===== src/rtl/stream_pattern_gen_pkg.sv =====
`default_nettype none
// ============================================================================
// Module      : stream_pattern_gen_pkg
// Description : Shared types and PRBS31 constants for the stream pattern
//               generator and its parallel LFSR helper.
// Revision    : 1.0 - initial release
// ============================================================================
package stream_pattern_gen_pkg;

  typedef enum logic [1:0] {
    MODE_COUNT  = 2'd0,
    MODE_PRBS31 = 2'd1,
    MODE_FIXED  = 2'd2,
    MODE_ALT    = 2'd3
  } mode_t;

  typedef enum logic [1:0] {
    IDLE  = 2'd0,
    RUN   = 2'd1,
    DRAIN = 2'd2
  } state_t;

  // x^31 + x^28 + 1
  localparam int                  PRBS_LEN          = 31;
  localparam int                  PRBS_TAP          = 28;
  localparam logic [PRBS_LEN-1:0] PRBS_DEFAULT_SEED = '1;

endpackage : stream_pattern_gen_pkg
`default_nettype wire


===== src/rtl/stream_pattern_gen_prbs31.sv =====
`default_nettype none
// ============================================================================
// Module      : prbs31_parallel
// Description : Combinational PRBS31 (x^31+x^28+1, Fibonacci) unrolled by
//               TDATA_WIDTH steps. Earliest output bit lands in the MSB.
// Revision    : 1.0 - initial release
// ============================================================================
module prbs31_parallel
  import stream_pattern_gen_pkg::*;
#(
  parameter int TDATA_WIDTH = 32
) (
  input  logic [PRBS_LEN-1:0]    i_state,
  output logic [PRBS_LEN-1:0]    o_next,
  output logic [TDATA_WIDTH-1:0] o_bits
);

  // Step the LFSR once per output bit; the feedback bit is the emitted bit.
  always_comb begin
    logic [PRBS_LEN-1:0] w_shift;
    logic                w_fb;
    w_shift = i_state;
    w_fb    = 1'b0;
    o_bits  = '0;
    for (int i = 0; i < TDATA_WIDTH; i++) begin
      w_fb                     = w_shift[PRBS_LEN-1] ^ w_shift[PRBS_TAP-1];
      o_bits[TDATA_WIDTH-1-i]  = w_fb;
      w_shift                  = {w_shift[PRBS_LEN-2:0], w_fb};
    end
    o_next = w_shift;
  end

endmodule : prbs31_parallel
`default_nettype wire


===== src/rtl/stream_pattern_gen.sv =====
`default_nettype none
// ============================================================================
// Module      : stream_pattern_gen
// Description : AXI4-Stream deterministic pattern source (counter, PRBS31,
//               fixed, alternating) with burst/continuous runs.
//               Optional single-word bit-0 error injection is built when
//               STREAM_PATTERN_GEN_ERR_INJECT_EN is defined.
// Revision    : 1.0 - initial release
// ============================================================================
module stream_pattern_gen
  import stream_pattern_gen_pkg::*;
#(
  parameter int TDATA_WIDTH = 32
) (
  input  logic                   clk,
  input  logic                   reset,
  input  logic                   start,
  input  logic                   stop,
  input  logic [1:0]             mode,
  input  logic [TDATA_WIDTH-1:0] seed,
  input  logic [31:0]            burst_len,
  input  logic                   inject_err,
  output logic [TDATA_WIDTH-1:0] M_AXIS_TDATA,
  output logic                   M_AXIS_TVALID,
  input  logic                   M_AXIS_TREADY,
  output logic                   M_AXIS_TLAST,
  output logic                   busy,
  output logic                   done,
  output logic [31:0]            word_count
);

  state_t                 r_state;
  state_t                 w_state_next;
  mode_t                  r_mode;
  logic [31:0]            r_burst;
  logic [31:0]            r_pos;        // 1-based index of the presented word
  logic [31:0]            r_count;
  logic [TDATA_WIDTH-1:0] r_data;       // clean generator word
  logic [PRBS_LEN-1:0]    r_lfsr;       // LFSR state after the presented word
  logic                   r_done;

  logic                   w_valid;
  logic                   w_accept;
  logic                   w_last;
  logic                   w_start;
  logic                   w_flip;
  logic [PRBS_LEN-1:0]    w_seed_raw;
  logic [PRBS_LEN-1:0]    w_seed31;
  logic [PRBS_LEN-1:0]    w_prbs_in;
  logic [PRBS_LEN-1:0]    w_prbs_next;
  logic [TDATA_WIDTH-1:0] w_prbs_bits;
  logic [TDATA_WIDTH-1:0] w_first;
  logic [TDATA_WIDTH-1:0] w_gen_next;

  assign w_valid  = (r_state != IDLE);
  assign w_accept = w_valid && M_AXIS_TREADY;
  assign w_last   = (r_burst != 32'd0) && (r_pos == r_burst);
  assign w_start  = (r_state == IDLE) && start && !stop;

  // Narrow data widths zero-extend the seed into the 31-bit LFSR.
  generate
    if (TDATA_WIDTH >= PRBS_LEN) begin : g_seed_wide
      assign w_seed_raw = seed[PRBS_LEN-1:0];
    end else begin : g_seed_narrow
      assign w_seed_raw = PRBS_LEN'(seed);
    end
  endgenerate

  assign w_seed31  = (w_seed_raw == '0) ? PRBS_DEFAULT_SEED : w_seed_raw;
  // In IDLE the unroller produces the first word straight from the seed.
  assign w_prbs_in = (r_state == IDLE) ? w_seed31 : r_lfsr;

  prbs31_parallel #(
    .TDATA_WIDTH (TDATA_WIDTH)
  ) u_prbs (
    .i_state (w_prbs_in),
    .o_next  (w_prbs_next),
    .o_bits  (w_prbs_bits)
  );

  // First word of a run and the word following an accept.
  always_comb begin
    w_first    = seed;
    w_gen_next = r_data;
    if (mode_t'(mode) == MODE_PRBS31) begin
      w_first = w_prbs_bits;
    end
    case (r_mode)
      MODE_COUNT:  w_gen_next = r_data + 1'b1;
      MODE_PRBS31: w_gen_next = w_prbs_bits;
      MODE_FIXED:  w_gen_next = r_data;
      MODE_ALT:    w_gen_next = ~r_data;
      default:     w_gen_next = r_data;
    endcase
  end

  // Next-state decode; stop wins over start and an accepted stop word ends the run.
  always_comb begin
    w_state_next = r_state;
    case (r_state)
      IDLE: begin
        if (w_start) w_state_next = RUN;
      end
      RUN: begin
        if (w_accept && w_last) w_state_next = IDLE;
        else if (stop)          w_state_next = w_accept ? IDLE : DRAIN;
      end
      DRAIN: begin
        if (w_accept) w_state_next = IDLE;
      end
      default: w_state_next = IDLE;
    endcase
  end

  // State register, run configuration and generator advance.
  always_ff @(posedge clk) begin
    if (reset) begin
      r_state <= IDLE;
      r_mode  <= MODE_COUNT;
      r_burst <= '0;
      r_pos   <= '0;
      r_count <= '0;
      r_data  <= '0;
      r_lfsr  <= PRBS_DEFAULT_SEED;
      r_done  <= 1'b0;
    end else begin
      r_state <= w_state_next;
      r_done  <= w_accept && w_last;
      if (w_start) begin
        r_mode  <= mode_t'(mode);
        r_burst <= burst_len;
        r_pos   <= 32'd1;
        r_count <= '0;
        r_data  <= w_first;
        r_lfsr  <= w_prbs_next;
      end else if (w_accept) begin
        r_pos   <= r_pos + 32'd1;
        r_count <= r_count + 32'd1;
        r_data  <= w_gen_next;
        r_lfsr  <= w_prbs_next;
      end
    end
  end

`ifdef STREAM_PATTERN_GEN_ERR_INJECT_EN
  logic r_err_pend;

  // Pending flag corrupts whichever word is presented until it is accepted.
  always_ff @(posedge clk) begin
    if (reset) begin
      r_err_pend <= 1'b0;
    end else if (r_state == IDLE) begin
      r_err_pend <= 1'b0;
    end else begin
      r_err_pend <= (r_err_pend && !w_accept) || inject_err;
    end
  end

  assign w_flip = r_err_pend && w_valid;
`else
  logic w_unused_inject;
  assign w_unused_inject = inject_err;
  assign w_flip          = 1'b0;
`endif

  assign M_AXIS_TDATA  = {r_data[TDATA_WIDTH-1:1], r_data[0] ^ w_flip};
  assign M_AXIS_TVALID = w_valid;
  assign M_AXIS_TLAST  = w_valid && w_last;
  assign busy          = w_valid;
  assign done          = r_done;
  assign word_count    = r_count;

endmodule : stream_pattern_gen
`default_nettype wire


===== config.mk =====
export PLATFORM = sky130hd
export DESIGN_NAME = stream_pattern_gen
export DESIGN_NICKNAME = d
export VERILOG_FILES = /design/src/rtl/stream_pattern_gen_pkg.sv /design/src/rtl/stream_pattern_gen_prbs31.sv /design/src/rtl/stream_pattern_gen.sv
export SDC_FILE = /design/constraint.sdc
export NUM_CORES = 1
export LEC_CHECK = 0
export ABC_AREA = 1
export CAP_MARGIN = 20
export CORE_MARGIN = 2
export CORE_UTILIZATION = 25
export CTS_CLUSTER_SIZE = 24
export DETAILED_ROUTE_END_ITERATION = 8
export PLACE_DENSITY = 0.46
export SLEW_MARGIN = 30
export SYNTH_ARGS = -nofsm -noshare
export SYNTH_HDL_FRONTEND = slang
export SYNTH_SLANG_ARGS = --single-unit

===== constraint.sdc =====
create_clock -name clk -period 2.5 [get_ports clk]
set_input_delay 0.5 -clock clk [delete_from_list [all_inputs] [get_ports clk]]
set_output_delay 0.5 -clock clk [all_outputs]
set_load 0.05 [all_outputs]

==> impl_results.md, run 1 <==
* Clk root buf: clkbuf_16
* WP data required at roughly 2.0 ns
* P_sw at 3450 uW
* Net Sw Frac at 38.9%
* Worst slew margin at 60.6%
* DPL Wire Length at about 30 mm
* CP max FO at 2
* Remaining Overflow, GRT at 0
* RePlAce Congestion at just under 0.9
* Top-area cell type share of the netlist area at a little under a third
* Cell-internal power at 5420 uW
* Synth cell count leaders: nand2_1 (361), nor2_1 (251), dfxtp_1 (164), inv_1 (153), a21oi_1 (147)
* # clock sinks at 164
* Cell Pwr Density at 636 mW/mm2
* H-tree levels at 4
* Final Hold Violating Endpoints at 0
* Hold Path Depth at 2
* Fin nets at around 2000
* GRT Total Usage at 18.4%
* Clk Latency, worst-skew pair at 0.46 ns
* Worst Max-Slew Pin Slew at 0.585 ns
* Clock Pin Slew Worst Setup and Hold Paths at 0.07 ns
* Xor/xnor cell area share of the yosys netlist at 2.89%
* Clock power frac at 31.5%
* Die width at between 200 and 250 um
* Vias per inst at ~4.8
* Period utilization at between 90% and 100%
* R2R Path End: M_AXIS_TDATA[25]
* Placement row count at between 70 and 80
* Post-synthesis sequential area ratio at 31.8%
* Largest area contributor in the netlist: dfxtp_1
* CTS buffer count at 17
* WL/cell at 16.4 um
* Num ports at between 100 and 150
* Worst IR drop on VDD at slightly above 0.5 mV
* Routed via count at about 12000
* Simple-gate portion of the synthesized area at between 30% and 40%
* CP peak stage delay at about 0.33 ns
* Compound-gate portion of the synthesized area at around 21%
* Combinational family with the most area after synthesis: simple AND/OR/NAND/NOR gates
* Warnings from Yosys at 0
* TritonRoute pass-1 iters at 5
* Post-Route Skew at about 0.011 ns
* Layout Utilization at 34.3%
* Final hold slack at 0.478 ns
* Class of the worst hold path: flop to flop
* Number of global-route vias before repair at approximately 11000
* Die Span Y at between 200 and 250 um
* MaxCap Viol Count at 0
* First-pass GRT wire length at approximately 63 mm
* Worst Hold Launch: r_lfsr[25]
* Sequential share of power at between 30% and 40%
* Final WL at 39.8 mm
* Bufs on Longest Clock Path at 2
* Adder-Cell Fraction of Synth Area at less than 1%
* Worst setup SP type: flop
* Fill count at between 4000 and 5000
* Mux contribution to synthesized area at less than 1%
* Final setup violation count at 0
* Min Tclk post-route at roughly 2.4 ns
* Mapped Cells at 1651
* CP Capture Type: output pin
* Largest net degree at the start of global routing at just under 60
* Asr flop ratio synth at 0%
* Most frequent cell after synthesis: nand2_1
* Number of synthesized flops with an enable pin at 0
* First DRT Iteration DRCs at between 800 and 900
* Drt drc at 0
* Syn Area/Cell at 6.25 um2
* WP data arrival at 1.90 ns
* Slew Limit Fails at 0
* Layout cell share with drive strength beyond 1 at 13.9%
* RSZ-0062 raised after global routing: yes
* R2R cell count at 14
* Comb pwr share at roughly 34%
* CTS tree: yes
* Distinct cells, synth at 51
* # port buffers at about 140
* Initial antenna violation count at 0
* Hold Crit Endpoint: r_lfsr[25]
* Synthesized Nets at 1726
* Routed Antenna Nets at 0
* Std-Cell Core Area at approximately 0.041 mm2
* Area contributors post-synth: dfxtp_1 (32%), nand2_1 (13%), nor2_1 (9.1%)
* Most used DFF post-synth: dfxtp_1
* Post-Syn Area at a little over 0.01 mm2
* Reg2reg setup slack at between 0.2 and 0.25 ns
* Critical path type: flop to output pin
* #FFs+latches synth at between 150 and 200
* Worst-path cell chain: xnor2_1 > o211ai_1 > nor3_2 > nand2_1 > nor2_4 > and3_4 > buf_8
* Starting Density at between 20 and 30%
* Post-CTS Hold Buffers at 0
* Die Area at 0.0429 mm2
* Leakage at roughly 0.0056 uW
* Layout area overhead at 35.3%
* Max Clock Freq at about 0.42 GHz
* Critical R2R Launch: r_state[0]
* Status: finished, final reports clean
* CP max stage cell: dfxtp_2
## cells by family (layout without fill, tap and decap cells)
group	count (synthesis)	count (layout)
muxes	1	1
other	0	1
and+or+nand+nor	825	825
AOI/OAI and AO/OA	386	386
xor gates and xnor gates	34	34
adders and majority gates	3	3
DFF	164	164
buffers and inverters	238	482
## metrics by stage
step	power [uW]	worst slack, ns	area, um2	cells	TNS, ns
floorplan	4830	0.197	10300	1651	0
global placement	6070	-0.390	13200	2391	-19.03
global route	9380	-0.0147	14000	2427	-0.0231
detailed placement	6080	-0.412	13200	2391	-20.16
CTS	8920	-0.0115	13800	2426	-0.0115
finish	8870	0.104	14000	2428	0
## flip-flops by register name (all words and copies together) (netlist names)
signal and flops:
r_pos 32, done 1, r_burst 32, word_count 32
r_state 2, r_lfsr 31, r_mode 2, M_AXIS_TDATA 32
## cell type report
cell class              instances  area, um2  area share [%]
diodes                          1       2.50          0.0179
clock buffers                  17        425            3.05
clock inverters                15        185            1.33
inverters                     164        619            4.44
multi-input cells            1249       6200            44.4
flip-flops and latches        164       3300            23.6
well taps                     532        666            4.77
repair buffers                286       2570            18.4
## worst max-delay path, delay by kind of cell (launching register included)
kind | cells | cell delay (ns)
AO/OA/AOI/OAI | 1 | 0.16
XOR/XNOR | 1 | 0.15
buffers and inverters | 1 | 0.14
flip-flops | 1 | 0.33
AND/OR/NAND/NOR | 4 | 0.65
## power by group through the flow
stage / sequential (uW) / clock (uW) / combinational [uW]
CTS: 3100 / 2870 / 2950
finish: 3100 / 2790 / 2980
detailed placement: 3160 / 0 / 2920
global placement: 3160 / 0 / 2910
global route: 3140 / 2990 / 3260
floorplan: 3360 / 0 / 1470
## worst max path at each step
stage	start	cells after the start	slack, ns	end
after global routing	seed[26]	17	-0.01	M_AXIS_TDATA[28]
after floorplan	M_AXIS_TDATA[1]	12	0.20	M_AXIS_TDATA[28]
after CTS	r_burst[3]	7	-0.01	M_AXIS_TLAST
after detailed placement	seed[28]	18	-0.41	M_AXIS_TDATA[0]
final	r_burst[3]	7	0.10	M_AXIS_TLAST
after global placement	seed[28]	18	-0.39	M_AXIS_TDATA[0]
## routing by layer
metal  vias up  part of all wire [%]  track usage, %
met4         0                   3.3            7.17
met2       349                    46            30.5
met1      5368                    44            23.5
met5         -                     0               0
li1       5939                     -               -
met3        64                   5.9            3.74
## cells in the final DEF, fill, tap and decap left out, types with 7 or more instances in the layout
cell type        count
nand2_1            357
nor2_1             244
dfxtp_1            155
inv_1              152
a21oi_1            145
buf_4              143
clkdlybuf4s50_1    135
o21ai_0            124
nand3_1             96
nor3_1              34
o211ai_1            26
o22ai_1             25
nand4_1             24
xor2_1              21
o21ai_1             21
o21a_1              18
clkbuf_16           17
nor4_1              13
xnor2_1             12
nor2_4              11
nor2_2              11
inv_2                8
dfxtp_2              8
o21bai_1             7
## what timing repair did
action	CTS	global route
endpoints found under the setup margin	1	46
setup buffers	3	1
hold endpoints to repair	0	0
resized for setup	12	33
pin swaps	5	4
(Power assumes the default switching activity.)
==> run 2, diff against run 1 <==
REMOVE_ABC_BUFFERS = 1   (was unset)
SLEW_MARGIN = unset   (was 30)
==> run 2 against run 1 <==
Compared with the run above: via count up 0.38%; clock skew about the same; combinational power about the same; count of clock-buffer cells in the layout up 1; design area up 0.25%; register-to-register slack better by 0.08 ns; critical endpoint unchanged; sequential share of layout area down 0.10 points; fmax down 0.68%; global-route usage up 0.21 points; largest power group unchanged; total power down 1.1%; sequential cell count unchanged; final cell count about the same.
==> impl_results.md, run 2 (synthesis results as in run 1) <==
* Placement row count at 74
* WL/cell at between 15 and 20 um
* Worst setup SP type: flop
* Worst Hold Launch: r_lfsr[26]
* Layout area overhead at 35.7%
* Worst slew margin at between 60 and 70%
* Most frequent cells in the layout: nand2_1 (356), nor2_1 (240), dfxtp_1 (158), inv_1 (152), a21oi_1 (146)
* Drt drc at 0
* Tot Pwr at roughly 8800 uW
* Die Area at 0.0429 mm2
* WP data required at ~2 ns
* Class of the worst hold path: flop to flop
* Clk root buf: clkbuf_16
* MaxCap Viol Count at 0
* Post-Route Skew at 0.0110 ns
* Met1 usage at about a quarter
* Num ports at 140
* WP data arrival at approximately 1.9 ns
* First-pass GRT wire length at 63.7 mm
* Most common cell after layout, fill and taps aside: nand2_1
* Die width at 207 um
* GRT Total Usage at around a fifth
* Status: finished, final reports clean
* Worst Max-Slew Pin Slew at approximately 0.57 ns
* Final Hold Violating Endpoints at 0
* Std-Cell Core Area at between 0.04 and 0.05 mm2
* Max Clock Freq at 0.414 GHz
* Critical path type: flop to output pin
* Min Tclk post-route at ~2.4 ns
* Final hold slack at 0.475 ns
* First DRT Iteration DRCs at 848
* Cell Pwr Density at 627 mW/mm2
* CTS buffer count at 17
* H-tree levels at 4
* # clock sinks at between 150 and 200
* Largest net degree at the start of global routing at 63
* TritonRoute pass-1 iters at 6
* Setup TNS at 0 ns
* CP Capture Type: output pin
* GRT met2 Usage at 30.6%
* R2R cell count at 12
* Bufs on Longest Clock Path at 2
* Post-CTS setup buffer count at 0
* Reg2reg setup slack at 0.30 ns
* # port buffers at 138
* RePlAce Congestion at around 0.9
* CTS tree: yes
* Period utilization at 96.5%
* Initial antenna violation count at 0
* Routed via count at between 10000 and 15000
* Clock Pin Slew Worst Setup and Hold Paths at 0.07 ns
* R2R Path End: M_AXIS_TDATA[30]
* Leakage at between 0.005 and 0.006 uW
* Layout cell share with drive strength beyond 1 at between 10 and 15%
* Routed Antenna Nets at 0
* Slew Limit Fails at 0
* Hold Path Depth at 2
* Vias per inst at slightly below 5
* Remaining Overflow, GRT at 0
* Hold Crit Endpoint: r_lfsr[26]
* DPL Wire Length at between 30 and 40 mm
* Antenna diodes at 0
* Final setup violation count at 0
* Fin nets at between 1500 and 2000
* Clk Latency, worst-skew pair at ~0.45 ns
* RSZ-0062 raised after global routing: no
* Met3 usage at around 3.5%
* Busiest grt layer: met2
* CP max FO at 5
* Die Span Y at 207 um
* Number of global-route vias before repair at approximately 11000
* Starting Density at 25.3%
* Final WL at approximately 40 mm
* Worst IR drop on VDD at 0.518 mV
* Critical R2R Launch: M_AXIS_TDATA[0]
==> run 2: through the flow <==
stage	util [%]	cell area, um2	setup WS (ns)	cells
2_1_floorplan	-	9980	-1.88	1577
3_3_place_gp	32.6	13300	-0.602	2398
3_5_place_dp	32.6	13300	-0.601	2398
4_1_cts	34.1	13900	0.00675	2430
5_1_grt	34.4	14000	0.00131	2430
6_report	34.4	14000	0.0874	2430
==> run 2: worst max path at each step <==
| stage | start | to | slack [ns] | depth (start not counted) |
|---|---|---|---|---|
| floorplan | r_state[1] | M_AXIS_TDATA[23] | -1.88 | 10 |
| global placement | seed[0] | M_AXIS_TDATA[2] | -0.60 | 16 |
| detailed placement | seed[0] | M_AXIS_TDATA[30] | -0.60 | 15 |
| CTS | seed[0] | M_AXIS_TDATA[5] | 0.007 | 15 |
| global route | seed[12] | M_AXIS_TDATA[6] | 0.001 | 17 |
| finish | r_pos[6] | M_AXIS_TLAST | 0.09 | 8 |
==> run 2: final cells by class <==
type / instances / area [um2]
Clock buffer: 18 / 439
Clock inverter: 14 / 136
Fill cell: 4465 / 26700
Inverter: 164 / 619
Multi-Input combinational cell: 1249 / 6180
Sequential cell: 164 / 3290
Tap cell: 532 / 666
Timing Repair Buffer: 289 / 2670
==> run 2: report_power, final <==
part	switching (uW)	internal [uW]	total, uW
clock network	1280	1420	2710
logic	1830	1160	2990
registers	242	2840	3080
==> run 2: repair_timing <==
item,CTS,global route
pin swaps,0,8
setup endpoints to repair,19,38
hold buffers,0,0
resized for setup,10,31
==> run 2: worst max-delay path, cell delays in order (launching register included) <==
cell,delay (ns)
dfxtp_1,0.36
inv_1,0.12
nand2_1,0.11
nand2_1,0.05
nor2_1,0.15
nand4_1,0.16
nor2_2,0.16
and3_4,0.21
buf_8,0.14
==> run 2: routing by layer <==
layer | up-vias | part of all wire, % | wire length [um]
met3 | 48 | 5.4 | 2160
met4 | 0 | 2.4 | 963
li1 | 5940 | - | -
met2 | 333 | 46 | 18800
met5 | - | 0 | 0
met1 | 5443 | 46 | 18500
